[src/rtl/uart_pkg.sv]
// uart_pkg: encodings and defaults shared by the control-link UART blocks.
// The TX state encoding is 3 bits wide so that the parity state can be present
// or absent without renumbering the other states.
package uart_pkg;

    // Oscillator cycles per bit for the production baud rate.
    localparam int DEFAULT_CLKS_PER_BIT = 1155;

    typedef enum logic [2:0] {
        S_IDLE   = 3'd0,
        S_START  = 3'd1,
        S_DATA   = 3'd2,
        S_PARITY = 3'd3,
        S_STOP   = 3'd4
    } tx_state_e;

endpackage

[src/rtl/uart_byte_fifo.sv]
// uart_byte_fifo: small byte queue feeding the UART transmitter.
// Read data comes from the storage registers at the head pointer, so it is
// stable ahead of the pop edge and can be loaded by the consumer on that edge.
// The full flag is registered, so a push is refused while full even if a pop
// happens on the same edge.
module uart_byte_fifo #(
    parameter int FIFO_DEPTH = 4
) (
    input  logic                          clk_i,
    input  logic                          rst_ni,
    input  logic                          push_i,
    input  logic [7:0]                    data_i,
    input  logic                          pop_i,
    output logic [7:0]                    data_o,
    output logic                          full_o,
    output logic                          empty_o,
    output logic [$clog2(FIFO_DEPTH):0]   count_o
);

    localparam int PTR_W = $clog2(FIFO_DEPTH);
    localparam int CNT_W = PTR_W + 1;

    logic [7:0]       mem_q [FIFO_DEPTH];
    logic [PTR_W-1:0] wr_ptr_q, rd_ptr_q;
    logic [CNT_W-1:0] count_q, count_d;
    logic             full_q;
    logic             do_push, do_pop;

    assign do_push = push_i && !full_q;
    assign do_pop  = pop_i && (count_q != '0);

    // Occupancy tracks push/pop; simultaneous push and pop leave it unchanged.
    always_comb begin
        count_d = count_q;
        case ({do_push, do_pop})
            2'b10:   count_d = count_q + CNT_W'(1);
            2'b01:   count_d = count_q - CNT_W'(1);
            default: count_d = count_q;
        endcase
    end

    // Pointers wrap naturally because the depth is a power of two.
    always_ff @(posedge clk_i or negedge rst_ni) begin
        if (!rst_ni) begin
            wr_ptr_q <= '0;
            rd_ptr_q <= '0;
            count_q  <= '0;
            full_q   <= 1'b0;
        end else begin
            if (do_push) wr_ptr_q <= wr_ptr_q + PTR_W'(1);
            if (do_pop)  rd_ptr_q <= rd_ptr_q + PTR_W'(1);
            count_q <= count_d;
            full_q  <= (count_d == CNT_W'(FIFO_DEPTH));
        end
    end

    // Storage captures the input byte on acceptance; no reset needed.
    always_ff @(posedge clk_i) begin
        if (do_push) mem_q[wr_ptr_q] <= data_i;
    end

    assign data_o  = mem_q[rd_ptr_q];
    assign full_o  = full_q;
    assign empty_o = (count_q == '0);
    assign count_o = count_q;

endmodule

[src/rtl/uart_tx_fifo.sv]
// uart_tx_fifo: UART transmitter (start, 8 data LSB-first, stop) fed by a
// byte FIFO. Queued bytes leave back-to-back: the stop-bit wrap pops the next
// byte and drives the next start bit on the same edge.
// Build option: define UART_TX_PARITY_EN to insert an even-parity bit between
// the data bits and the stop bit; it must match the receiver build.
module uart_tx_fifo
    import uart_pkg::*;
#(
    parameter int CLKS_PER_BIT = DEFAULT_CLKS_PER_BIT,
    parameter int FIFO_DEPTH   = 4
) (
    input  logic                          osc_clk,
    input  logic                          i_Rst_L,
    input  logic                          i_Tx_DV,
    input  logic [7:0]                    i_Tx_Byte,
    output logic                          o_Tx_Ready,
    output logic                          o_Tx_Serial,
    output logic                          o_Tx_Active,
    output logic                          o_Tx_Done,
    output logic [$clog2(FIFO_DEPTH):0]   o_Fifo_Count
);

    localparam int CNT_W = $clog2(CLKS_PER_BIT);
    localparam logic [CNT_W-1:0] CNT_MAX = CNT_W'(CLKS_PER_BIT - 1);

    tx_state_e        state_q, state_d;
    logic [CNT_W-1:0] cnt_q, cnt_d;
    logic [2:0]       idx_q, idx_d, idx_nxt;
    logic [7:0]       shift_q, shift_d;
    logic             tx_q, tx_d;
    logic             done_q, done_d;
    logic             cnt_wrap;
    logic             fifo_pop, fifo_empty, fifo_full;
    logic [7:0]       fifo_rdata;
`ifdef UART_TX_PARITY_EN
    logic             par_q, par_d;
`endif

    uart_byte_fifo #(.FIFO_DEPTH(FIFO_DEPTH)) u_fifo (
        .clk_i   (osc_clk),
        .rst_ni  (i_Rst_L),
        .push_i  (i_Tx_DV),
        .data_i  (i_Tx_Byte),
        .pop_i   (fifo_pop),
        .data_o  (fifo_rdata),
        .full_o  (fifo_full),
        .empty_o (fifo_empty),
        .count_o (o_Fifo_Count)
    );

    assign cnt_wrap = (cnt_q == CNT_MAX);
    assign idx_nxt  = idx_q + 3'd1;

    // State register.
    always_ff @(posedge osc_clk or negedge i_Rst_L) begin
        if (!i_Rst_L) state_q <= S_IDLE;
        else          state_q <= state_d;
    end

    // Next state: every bit state advances only on the bit-counter wrap.
    always_comb begin
        state_d = state_q;
        case (state_q)
            S_IDLE:  if (!fifo_empty) state_d = S_START;
            S_START: if (cnt_wrap) state_d = S_DATA;
            S_DATA: begin
                if (cnt_wrap && idx_q == 3'd7) begin
`ifdef UART_TX_PARITY_EN
                    state_d = S_PARITY;
`else
                    state_d = S_STOP;
`endif
                end
            end
`ifdef UART_TX_PARITY_EN
            S_PARITY: if (cnt_wrap) state_d = S_STOP;
`endif
            S_STOP:  if (cnt_wrap) state_d = fifo_empty ? S_IDLE : S_START;
            default: state_d = S_IDLE;
        endcase
    end

    // Outputs and datapath next values: line level, pops, bit timing, done.
    always_comb begin
        fifo_pop = 1'b0;
        tx_d     = tx_q;
        shift_d  = shift_q;
        idx_d    = idx_q;
        done_d   = 1'b0;
        cnt_d    = cnt_wrap ? '0 : cnt_q + CNT_W'(1);
`ifdef UART_TX_PARITY_EN
        par_d    = par_q;
`endif
        case (state_q)
            S_IDLE: begin
                cnt_d = '0;
                tx_d  = 1'b1;
                if (!fifo_empty) begin
                    fifo_pop = 1'b1;
                    shift_d  = fifo_rdata;
                    tx_d     = 1'b0;
`ifdef UART_TX_PARITY_EN
                    par_d    = ^fifo_rdata;
`endif
                end
            end
            S_START: if (cnt_wrap) tx_d = shift_q[0];
            S_DATA: begin
                if (cnt_wrap) begin
                    idx_d = idx_nxt;
                    if (idx_q == 3'd7) begin
`ifdef UART_TX_PARITY_EN
                        tx_d = par_q;
`else
                        tx_d = 1'b1;
`endif
                    end else begin
                        tx_d = shift_q[idx_nxt];
                    end
                end
            end
`ifdef UART_TX_PARITY_EN
            S_PARITY: if (cnt_wrap) tx_d = 1'b1;
`endif
            S_STOP: begin
                if (cnt_wrap) begin
                    done_d = 1'b1;
                    if (!fifo_empty) begin
                        fifo_pop = 1'b1;
                        shift_d  = fifo_rdata;
                        tx_d     = 1'b0;
`ifdef UART_TX_PARITY_EN
                        par_d    = ^fifo_rdata;
`endif
                    end else begin
                        tx_d = 1'b1;
                    end
                end
            end
            default: tx_d = 1'b1;
        endcase
    end

    // Datapath registers; reset forces the line high immediately.
    always_ff @(posedge osc_clk or negedge i_Rst_L) begin
        if (!i_Rst_L) begin
            cnt_q   <= '0;
            idx_q   <= '0;
            shift_q <= '0;
            tx_q    <= 1'b1;
            done_q  <= 1'b0;
        end else begin
            cnt_q   <= cnt_d;
            idx_q   <= idx_d;
            shift_q <= shift_d;
            tx_q    <= tx_d;
            done_q  <= done_d;
        end
    end

`ifdef UART_TX_PARITY_EN
    // Even parity of the byte being shifted, captured when it is popped.
    always_ff @(posedge osc_clk or negedge i_Rst_L) begin
        if (!i_Rst_L) par_q <= 1'b0;
        else          par_q <= par_d;
    end
`endif

    assign o_Tx_Serial = tx_q;
    assign o_Tx_Done   = done_q;
    assign o_Tx_Active = (state_q != S_IDLE);
    assign o_Tx_Ready  = !fifo_full;

endmodule

[config.mk]
export PLATFORM = sky130hd
export DESIGN_NAME = uart_tx_fifo
export DESIGN_NICKNAME = d
export VERILOG_FILES = /design/src/rtl/uart_pkg.sv /design/src/rtl/uart_byte_fifo.sv /design/src/rtl/uart_tx_fifo.sv
export SDC_FILE = /design/constraint.sdc
export NUM_CORES = 1
export LEC_CHECK = 0
export ABC_CLOCK_PERIOD_IN_PS = 2700
export BUFFER_PORTS_ARGS = -buffer_cell sky130_fd_sc_hd__buf_2
export CAP_MARGIN = 30
export CORE_MARGIN = 2
export CORE_UTILIZATION = 25
export DETAILED_ROUTE_END_ITERATION = 10
export PLACE_DENSITY = 0.49
export SETUP_SLACK_MARGIN = 0.3
export SLEW_MARGIN = 15
export SYNTH_ARGS = -nofsm -noshare
export SYNTH_HDL_FRONTEND = slang
export SYNTH_SLANG_ARGS = --single-unit
[constraint.sdc]
create_clock -name osc_clk -period 2.7 [get_ports osc_clk]
set_input_delay 0.54 -clock osc_clk [delete_from_list [all_inputs] [get_ports osc_clk]]
set_output_delay 0.54 -clock osc_clk [all_outputs]
set_load 0.005 [all_outputs]
==> impl_metrics.csv, run 1 <==
group,metric,value,unit
cells_and_area,drive_gt1_frac,0.313,
setup_path,critical_path_arrival,2540,ps
global_routing,grt-ovfl-total,0,
placed_design,dpl_cell_area,3170,µm²
setup_path,cpPeakStageDelay,440,ps
power_and_ir_drop,swShare,0.299,
routing,wirelength,5200,µm
yosys,synth-compound-area-share,0.0296,
power_and_ir_drop,clkPwrFrac,0.329,
sta,finalSetupViolCount,0,
power_and_ir_drop,powerDensity,1040,nW/µm²
setup_path,cp_cell_sequence,"nor4b_4 > nand4_2 > a21oi_2 > ha_2 > fa_1 > mux2_2 > nor3b_1",
floorplanning,die_h,112,µm
power_and_ir_drop,power_frac_seq,0.428,
placed_design,portBuffers,17,
sta,clock_skew,4.84,ps
cts,clk_latency,330,ps
routing,drt-initial-drc-count,82,
cts,cts_hold_buffers,0,
setup_path,cp.buffers_inverters,0,
setup_path,r2r-start,"cnt_q[6]",
global_routing,grt_usage,0.0945,
cts,numCtsBuffers,9,
global_routing,antenna_found_initial,0,
yosys,muxShareOfSynthArea,0.121,
routing,ant_nets,0,
yosys,ys.flop_type,"dfrtp_1",
yosys,synth_top_family_by_area,"multiplexers",
flow_run,drv_cap,0,
sta,min_period_over_period,0.847,
cts,cts.sinks,67,
yosys,avgSynthCellArea,15.0,µm²
yosys,synth-simple-area-share,0.101,
setup_path,startpoint_type,"flip-flop",
cts,cts_tree,"yes",
cts,cts_buffer_depth,2,
routing,drc_errors,0,
cts,clk_pin_slew,60,ps
yosys,synth-edff-count,32,
setup_path,crit_cells,7,
placed_design,dp_hpwl,3470,µm
floorplanning,die_w,112,µm
sta,finalSetupTns,0,ps
sta,slew_headroom,0.456,
cells_and_area,area_delta_synth_final,20.3,%
global_routing,grt_pass1_vias,1675,
sta,layout_min_cycle_time,2290,ps
sta,worst_slew_pin_slew,817,ps
floorplanning,pin_count,18,
placed_design,place_congestion,0.712,
yosys,syn_nets,216,
setup_path,startpoint,"cnt_q[6]",
sta,drv_slew,0,
setup_path,crit_family,"simple AND/OR/NAND/NOR gates",
yosys,syn_inst,195,
routing,via_count,1597,
cells_and_area,diodes,0,
setup_path,r2r_setup_slack,410,ps
yosys,ys_seq_elements,67,
setup_path,critPathKind,"reg2reg",
floorplanning,rows,39,
sta,rsz0062_at_grt,"false",
setup_path,cp_max_fo,4,
yosys,synthArstFlopShare,0.522,
power_and_ir_drop,power,3.65,mW
setup_path,reg2regPathDepth,7,
power_and_ir_drop,p_sw,1.09,mW
cts,h-tree-depth,3,
floorplanning,initial_core_util,0.256,
outcome,outcome,"completed",
global_routing,grt_max_degree,36,
worst_hold_path,hold_path_class,"in2async",
sta,timing.fmax,0.437,GHz
power_and_ir_drop,p_leak,1.37,nW
global_routing,grt_pass1_wl,9010,µm
yosys,syn_area,2920,µm²
power_and_ir_drop,p_int,2.56,mW
setup_path,worst_setup_path_end_kind,"flip-flop",
routing,firstDrtPassIters,4,
cells_and_area,nFillCells,1167,
yosys,synth-xor-area-share,0.0510,
sta,final_hold_viol_count,0,
setup_path,crit_end,"u_fifo.full_o",
power_and_ir_drop,max-vdd-ir-drop,0.366,mV
power_and_ir_drop,combPwrFrac,0.243,
yosys,ys_warn_count,0,
setup_path,r2r-end,"u_fifo.full_o",
routing,post_drt_via_cell_ratio,4.35,
floorplanning,core_region_area,11400,µm²
setup_path,required,2950,ps
yosys,synthDistinctLibCells,43,
yosys,synthAdderAreaFrac,0.0454,
setup_path,cpMaxStageDelayCell,"dfrtp_2",
routing,post_drt_wl_per_cell,14.2,µm
cts,clock-root-buffer,"clkbuf_16",
cells_and_area,final_area,3510,µm²
yosys,synth-seq-area-share,0.630,
cells_and_area,fin_nets,240,
floorplanning,die_area,12600,µm²
-- per-stage QoR --
| step | util | hold slack, ps | setup WS (ps) | std cells |
|---|---|---|---|---|
| finish | 0.308 | 303 | 413 | 367 |
| global route | 0.308 | 378 | 303 | 367 |
| CTS | 0.305 | 340 | 344 | 365 |
| detailed placement | 0.278 | 501 | 339 | 349 |
| global placement | 0.278 | 493 | 389 | 349 |
| floorplan | - | 244 | 304 | 195 |
-- cells in the final DEF, fill, tap and decap left out, types with 4 or more instances in the layout --
cell type   n
dfrtp_1    32
edfxtp_1   32
buf_2      17
nor2_1     15
xnor2_1     9
mux2_2      9
mux4_2      9
clkbuf_16   9
xor2_1      8
ha_1        8
inv_1       7
nand2_1     5
buf_4       5
nand3_1     4
and2_1      4
-- metal layers --
metal  track usage  vias to the layer above  wire length [µm]
met4        0.0439                        0               118
met2         0.144                       23              2450
met5             0                        -                 0
met1         0.121                      799              2410
li1              -                      763                 -
met3        0.0346                       12               223
-- worst reg2reg max path: cells and delay by family, from the launching register on --
kind,cells,cell delay [ps]
flops,1,440
simple gates,3,670
mux,1,280
fa+ha+maj,2,630
compound gates,1,190
-- Yosys cell counts (2+ instances only) --
library cell / count / share of area
or3_1: 2 / 0.0043
dfrtp_1: 34 / 0.29
nand4_1: 3 / 0.0064
a21oi_1: 3 / 0.0051
mux2i_1: 2 / 0.0069
mux2_4: 2 / 0.010
edfxtp_1: 32 / 0.33
o21ai_0: 3 / 0.0051
xnor2_1: 9 / 0.027
nor3_1: 3 / 0.0051
nand3_1: 4 / 0.0069
inv_1: 7 / 0.0090
nor2_1: 15 / 0.019
mux2_2: 9 / 0.035
clkbuf_1: 7 / 0.0090
xor2_1: 8 / 0.024
nor3b_1: 2 / 0.0051
ha_1: 9 / 0.039
and3_1: 2 / 0.0043
and2_1: 4 / 0.0086
nand2_1: 5 / 0.0064
mux4_2: 9 / 0.069
-- power groups by stage --
stage / Combinational, mW / Sequential [mW] / Clock (mW)
floorplan: 0.753 / 1.46 / 0
global placement: 0.889 / 1.58 / 0
detailed placement: 0.905 / 1.59 / 0
CTS: 0.907 / 1.57 / 1.23
global route: 1.01 / 1.61 / 1.29
finish: 0.886 / 1.56 / 1.20
-- how the worst min path moves through the flow --
stage	startpoint	end	slack, ps	cells after the start
6_report	i_Rst_L	idx_q[0]	300	1
4_1_cts	i_Rst_L	idx_q[0]	340	1
3_5_place_dp	shift_q[6]	shift_q[6]	500	1
2_1_floorplan	i_Rst_L	cnt_q[0]	240	0
3_3_place_gp	shift_q[2]	shift_q[2]	490	1
5_1_grt	i_Rst_L	idx_q[0]	380	1
-- area by class of cell --
| class | instances | area [µm²] | area share |
|---|---|---|---|
| clock buffer | 9 | 225 | 0.0641 |
| multi-input combinational | 112 | 1040 | 0.295 |
| sequential | 67 | 1840 | 0.524 |
| timing repair buffer | 22 | 123 | 0.0349 |
| clock inverter | 7 | 81.3 | 0.0232 |
| tap | 143 | 179 | 0.0509 |
| inverter | 7 | 26.3 | 0.00748 |
-- registers in the layout, indices dropped and copies added, names as in the netlist, 2 cells and up --
register         count
u_fifo.wr_ptr_q      2
cnt_q               11
state_q              3
u_fifo.count_o       3
u_fifo.rd_ptr_q      2
idx_q                3
u_fifo.mem_q        32
shift_q              8
-- cell families (layout without fill, tap and decap cells) --
logic type | after synthesis | in the layout
xor+xnor | 17 | 17
mux | 22 | 22
compound gates | 13 | 13
buf+inv | 16 | 45
simple gates | 50 | 50
fa+ha+maj | 10 | 10
flops | 67 | 67
-- what timing repair did --
action                     CTS  global route
setup buffers                0             2
resized for setup            0             5
setup endpoints to repair    0             1
Power figures use the tool's default switching activity.
==> run 2, diff against run 1 <==
--- a/config.mk
+++ b/config.mk
@@ -5,13 +5,13 @@
 export SDC_FILE = /design/constraint.sdc
 export NUM_CORES = 1
 export LEC_CHECK = 0
-export ABC_CLOCK_PERIOD_IN_PS = 2700
+export ABC_CLOCK_PERIOD_IN_PS = 1900
 export BUFFER_PORTS_ARGS = -buffer_cell sky130_fd_sc_hd__buf_2
 export CAP_MARGIN = 30
 export CORE_MARGIN = 2
 export CORE_UTILIZATION = 25
 export DETAILED_ROUTE_END_ITERATION = 10
-export PLACE_DENSITY = 0.49
+export PLACE_DENSITY = 0.5
 export SETUP_SLACK_MARGIN = 0.3
 export SLEW_MARGIN = 15
 export SYNTH_ARGS = -nofsm -noshare
==> constraint.sdc (replaced) <==
create_clock -name osc_clk -period 1.9 [get_ports osc_clk]
set_input_delay 0.38 -clock osc_clk [delete_from_list [all_inputs] [get_ports osc_clk]]
set_output_delay 0.38 -clock osc_clk [all_outputs]
set_load 0.005 [all_outputs]
==> run 2 against run 1 <==
Combinational power grew 120%. Global-route usage about the same. Final area is 11% higher. Critical endpoint unchanged. Sequential power grew 35%. Highest routed layer unchanged. Core utilization is 3.5 points higher. The flow now finishes with violations (negative setup slack).
==> impl_metrics.csv, run 2 (synthesized netlist as in run 1, its figures left out) <==
group,metric,value,unit
sta,layout_min_cycle_time,2190,ps
routing,wirelength,5510,µm
placed_design,dpl_cell_area,3420,µm²
floorplanning,die_area,12600,µm²
floorplanning,die_w,112,µm
setup_path,worst_setup_path_end_kind,"flip-flop",
cts,numCtsBuffers,9,
power_and_ir_drop,p_int,4.07,mW
floorplanning,rows,39,
routing,post_drt_wl_per_cell,13.8,µm
worst_hold_path,hold_path_class,"in2reg",
power_and_ir_drop,powerDensity,1480,nW/µm²
outcome,violations,"negative setup slack",
sta,clock_skew,4.36,ps
cts,clk_pin_slew,60,ps
routing,drt-initial-drc-count,75,
cts,clk_latency,330,ps
floorplanning,core_region_area,11400,µm²
cells_and_area,largest_reg_flops,32,
cells_and_area,final_cell_mix,"dfrtp_1 (33), buf_4 (33), edfxtp_1 (32), buf_2 (16), nor2_1 (15)",
power_and_ir_drop,clkPwrFrac,0.293,
sta,timing.fmax,0.456,GHz
power_and_ir_drop,power_frac_seq,0.365,
cells_and_area,drive_gt1_frac,0.428,
sta,finalSetupViolCount,5,
routing,ant_nets,0,
power_and_ir_drop,combPwrFrac,0.343,
sta,slew_headroom,0.693,
routing,firstDrtPassIters,4,
global_routing,grt_max_degree,18,
cells_and_area,fin_nets,273,
global_routing,grt_pass1_vias,1804,
outcome,outcome,"finished, violations left",
setup_path,cp.buffers_inverters,0,
setup_path,startpoint_type,"flip-flop",
floorplanning,pin_count,18,
power_and_ir_drop,max-vdd-ir-drop,0.630,mV
power_and_ir_drop,p_leak,1.57,nW
sta,final_hold_viol_count,0,
setup_path,critical_path_arrival,2440,ps
flow_run,drv_cap,0,
sta,min_period_over_period,1.15,
cells_and_area,final_area,3920,µm²
routing,post_drt_via_cell_ratio,4.32,
cells_and_area,diodes,0,
placed_design,portBuffers,17,
sta,drv_slew,0,
setup_path,cp_cell_sequence,"nor4_4 > nand4_2 > a21oi_4 > ha_4 > fa_1 > mux2_4 > nor3b_2",
placed_design,place_congestion,0.732,
power_and_ir_drop,power,5.79,mW
power_and_ir_drop,p_sw,1.72,mW
cts,cts.sinks,67,
setup_path,required,2140,ps
cells_and_area,area_delta_synth_final,34.1,%
placed_design,dp_hpwl,3700,µm
cts,cts_buffer_depth,2,
cts,h-tree-depth,3,
sta,worst_slew_pin_slew,460,ps
cts,cts_tree,"yes",
setup_path,critPathKind,"reg2reg",
sta,holdWs,264,ps
setup_path,crit_family,"simple AND/OR/NAND/NOR gates",
global_routing,grt-ovfl-total,0,
global_routing,grt_usage,0.0948,
cells_and_area,largest-register,"u_fifo.mem_q",
setup_path,cpPeakStageDelay,400,ps
setup_path,cpMaxStageDelayCell,"dfrtp_1",
sta,worst_slack,-293,ps
cells_and_area,top_regs,"u_fifo.mem_q x32, cnt_q x11, shift_q x8",
cells_and_area,seqCellArea,1840,µm²
routing,via_count,1729,
cells_and_area,nFillCells,1122,
cts,clock-root-buffer,"clkbuf_16",
sta,rsz0062_at_grt,"true",
cells_and_area,multiInputGateArea,1160,µm²
power_and_ir_drop,swShare,0.298,
routing,drc_errors,0,
setup_path,cp_max_fo,2,
global_routing,grt_pass1_wl,9110,µm
floorplanning,initial_core_util,0.256,
floorplanning,die_h,112,µm
global_routing,antenna_found_initial,0,
## run 2: timing repair
item                       in CTS  in global routing
gates resized for setup        11                  8
setup endpoints to repair      29                 20
pin swaps                       3                  5
hold buffers                    1                  0
hold endpoints to repair       14                  0
setup buffers                   3                  5
## run 2: cell type report
| class | count | share of cell area |
|---|---|---|
| flip-flops and latches | 67 | 0.470 |
| multi-input cells | 112 | 0.296 |
| repair buffers | 55 | 0.103 |
| clock buffers | 9 | 0.0575 |
| well taps | 143 | 0.0457 |
| clock inverters | 7 | 0.0214 |
| inverters | 7 | 0.00671 |
## run 2: per-layer routing
metal  track usage  up-vias  routed length [µm]
met5             0        -                   0
met4        0.0415        0                  73
met3        0.0313        6                 182
met2         0.147       21                2610
met1         0.122      875                2650
li1              -      827                   -
## run 2: power by group through the flow
| stage | sequential (mW) | combinational [mW] | clock [mW] |
|---|---|---|---|
| CTS | 2.11 | 1.81 | 1.75 |
| detailed placement | 2.13 | 1.67 | 0 |
| finish | 2.11 | 1.98 | 1.70 |
| global placement | 2.12 | 1.65 | 0 |
| floorplan | 2.07 | 1.16 | 0 |
| global route | 2.16 | 2.19 | 1.81 |
## run 2: through the flow
stage	TNS, ps	instances	worst slack, ps	util
floorplan	-800	195	-380	-
global placement	-452	375	-262	0.300
detailed placement	-514	375	-285	0.300
CTS	-512	395	-299	0.336
global route	-1270	400	-419	0.343
finish	-677	400	-293	0.343
## run 2: worst register-to-register path, cell delays in order (launching register included)
cell	delay, ps
dfrtp_1	400
nor4_4	310
nand4_2	180
a21oi_4	200
ha_4	150
fa_1	400
mux2_4	290
nor3b_2	180
## run 2: path summary, 6_finish.rpt
kind                            slack, ps    startpoint  cells after the start                 end
worst max-delay path                 -290      cnt_q[9]                      7       u_fifo.full_o
worst max register to register       -290      cnt_q[9]                      7       u_fifo.full_o
worst min-delay path                  260  i_Tx_Byte[2]                      1  u_fifo.mem_q[0][2]
worst min register to register        490   o_Tx_Serial                      1         o_Tx_Serial
max in group asynchronous             870       i_Rst_L                      3          shift_q[0]
min in group asynchronous             520       i_Rst_L                      2          state_q[0]
==> run 3, diff against run 2 <==
--- a/config.mk
+++ b/config.mk
@@ -9,10 +9,10 @@
 export BUFFER_PORTS_ARGS = -buffer_cell sky130_fd_sc_hd__buf_2
 export CAP_MARGIN = 30
 export CORE_MARGIN = 2
-export CORE_UTILIZATION = 25
+export CORE_UTILIZATION = 50
 export DETAILED_ROUTE_END_ITERATION = 10
-export PLACE_DENSITY = 0.5
-export SETUP_SLACK_MARGIN = 0.3
+export PLACE_DENSITY = 0.79
+export SETUP_SLACK_MARGIN = 0.15
 export SLEW_MARGIN = 15
 export SYNTH_ARGS = -nofsm -noshare
 export SYNTH_HDL_FRONTEND = slang
==> run 3 against run 2 <==
The run still ends with negative setup slack left. Final cell count down 18%. Clock skew up 4.6 ps. Sequential cell count unchanged. Critical path depth unchanged. Die area down 49%. Combinational power down 7%. Sequential power about the same. Non-clock buffer count down 2. Core utilization up 31 points. Highest routed layer unchanged.
==> impl_metrics.csv, run 3 (synthesized netlist as in run 1, its figures left out) <==
group,metric,value,unit
cts,clk_pin_slew,70,ps
cts,h-tree-depth,3,
floorplanning,die_area,6460,µm²
cells_and_area,area_delta_synth_final,25.3,%
cells_and_area,largest-register,"u_fifo.mem_q",
power_and_ir_drop,p_sw,1.53,mW
cells_and_area,diodes,0,
power_and_ir_drop,max-vdd-ir-drop,0.776,mV
global_routing,antenna_found_initial,0,
routing,post_drt_via_cell_ratio,5.31,
sta,worst_slew_pin_slew,454,ps
sta,min_period_over_period,1.14,
outcome,violations,"negative setup slack",
cts,numCtsBuffers,9,
cts,cts.sinks,67,
global_routing,grt_pass1_wl,8510,µm
sta,worst_slack,-265,ps
sta,final_hold_viol_count,0,
cts,clock-root-buffer,"clkbuf_8",
cells_and_area,largest_reg_flops,32,
cells_and_area,nFillCells,398,
cts,cts_buffer_depth,2,
cells_and_area,final_area,3660,µm²
routing,drc_errors,0,
floorplanning,initial_core_util,0.524,
routing,drt-initial-drc-count,105,
setup_path,cpPeakStageDelay,410,ps
power_and_ir_drop,power_frac_seq,0.418,
routing,ant_nets,0,
power_and_ir_drop,p_leak,1.50,nW
power_and_ir_drop,clkPwrFrac,0.218,
power_and_ir_drop,powerDensity,1390,nW/µm²
power_and_ir_drop,swShare,0.302,
global_routing,grt_max_degree,17,
floorplanning,die_w,80.4,µm
sta,rsz0062_at_grt,"true",
setup_path,required,2140,ps
floorplanning,rows,27,
setup_path,cp_cell_sequence,"nor4b_4 > nand4_2 > a21oi_4 > ha_4 > fa_1 > mux2_4 > buf_4",
setup_path,critPathKind,"reg2reg",
global_routing,grt-ovfl-total,0,
setup_path,worst_setup_path_end_kind,"flip-flop",
setup_path,cpMaxStageDelayCell,"dfrtp_1",
setup_path,startpoint_type,"flip-flop",
setup_path,critical_path_arrival,2400,ps
routing,via_count,1735,
placed_design,dpl_cell_area,3290,µm²
placed_design,place_congestion,0.739,
power_and_ir_drop,power,5.08,mW
cells_and_area,top_regs,"u_fifo.mem_q x32, cnt_q x11, shift_q x8",
power_and_ir_drop,p_int,3.55,mW
outcome,outcome,"finished, violations left",
routing,firstDrtPassIters,4,
floorplanning,core_region_area,5570,µm²
cells_and_area,drive_gt1_frac,0.412,
placed_design,dp_hpwl,3470,µm
sta,slew_headroom,0.697,
routing,post_drt_wl_per_cell,15.9,µm
cts,cts_tree,"yes",
sta,drv_slew,0,
routing,wirelength,5210,µm
floorplanning,die_h,80.4,µm
global_routing,grt_usage,0.181,
sta,finalSetupTns,-560,ps
cells_and_area,final_cell_mix,"dfrtp_1 (33), edfxtp_1 (32), buf_4 (30), buf_2 (16), nor2_1 (15)",
cells_and_area,mostFrequentLayoutCell,"dfrtp_1",
floorplanning,pin_count,18,
worst_hold_path,hold_path_class,"in2reg",
placed_design,portBuffers,17,
sta,clock_skew,8.92,ps
sta,finalSetupViolCount,5,
setup_path,cp_max_fo,2,
sta,timing.fmax,0.462,GHz
placed_design,dp_slack,-334,ps
power_and_ir_drop,combPwrFrac,0.364,
sta,layout_min_cycle_time,2160,ps
cells_and_area,fin_nets,271,
flow_run,drv_cap,0,
cts,clk_latency,340,ps
global_routing,grt_pass1_vias,1785,
## run 3: stage by stage
step                hold slack, ps   util  std cells
CTS                            237  0.644        321
global placement               265  0.590        300
global route                   238  0.656        327
detailed placement             266  0.590        300
floorplan                     84.4      -        195
finish                         253  0.656        327
## run 3: routing by layer
metal | vias up | track usage | wire [µm] | part of all wire
met3 | 11 | 0.0449 | 128 | 0.025
li1 | 820 | - | - | -
met5 | - | 0 | 0 | 0
met4 | 0 | 0.0831 | 99 | 0.019
met2 | 22 | 0.287 | 2570 | 0.49
met1 | 882 | 0.238 | 2410 | 0.46
## run 3: worst max-delay path, delay by kind of cell (launching register included)
family / cells / cell delay, ps
adder cells (fa/ha/maj): 2 / 550
buffers and inverters: 1 / 130
multiplexers: 1 / 290
AND/OR/NAND/NOR: 2 / 500
AO/OA/AOI/OAI: 1 / 190
flip-flops: 1 / 410
## run 3: power by group through the flow
stage | registers, mW | clock network (mW) | logic [mW]
floorplan | 2.07 | 0 | 1.15
global placement | 2.11 | 0 | 1.56
detailed placement | 2.13 | 0 | 1.60
CTS | 2.12 | 1.14 | 1.76
global route | 2.16 | 1.20 | 2.03
finish | 2.12 | 1.11 | 1.85
## run 3: final cells by class
class / count / area [µm²] / area share
multi-input cells: 112 / 1130 / 0.310
inverters: 7 / 26.3 / 0.00718
flip-flops and latches: 67 / 1840 / 0.503
clock inverters: 6 / 57.6 / 0.0157
well taps: 72 / 90.1 / 0.0246
repair buffers: 53 / 383 / 0.105
clock buffers: 10 / 128 / 0.0349
## run 3: path summary, 6_finish.rpt
kind,startpoint,endpoint,slack (ps),depth (start not counted)
max,cnt_q[6],u_fifo.count_o[1],-260,7
min,i_Tx_Byte[2],u_fifo.mem_q[1][2],250,1
max reg2reg,cnt_q[6],u_fifo.count_o[1],-260,7
min reg2reg,o_Tx_Serial,o_Tx_Serial,500,1
max in group asynchronous,i_Rst_L,u_fifo.wr_ptr_q[1],950,3
min in group asynchronous,i_Rst_L,idx_q[1],450,2
## run 3: what timing repair did
action,CTS,global route
buffers inserted,3,6
pin swaps,2,2
resized for setup,14,4
hold buffers,1,0
hold endpoints to repair,9,0
endpoints found under the setup margin,16,19
gates cloned,1,0
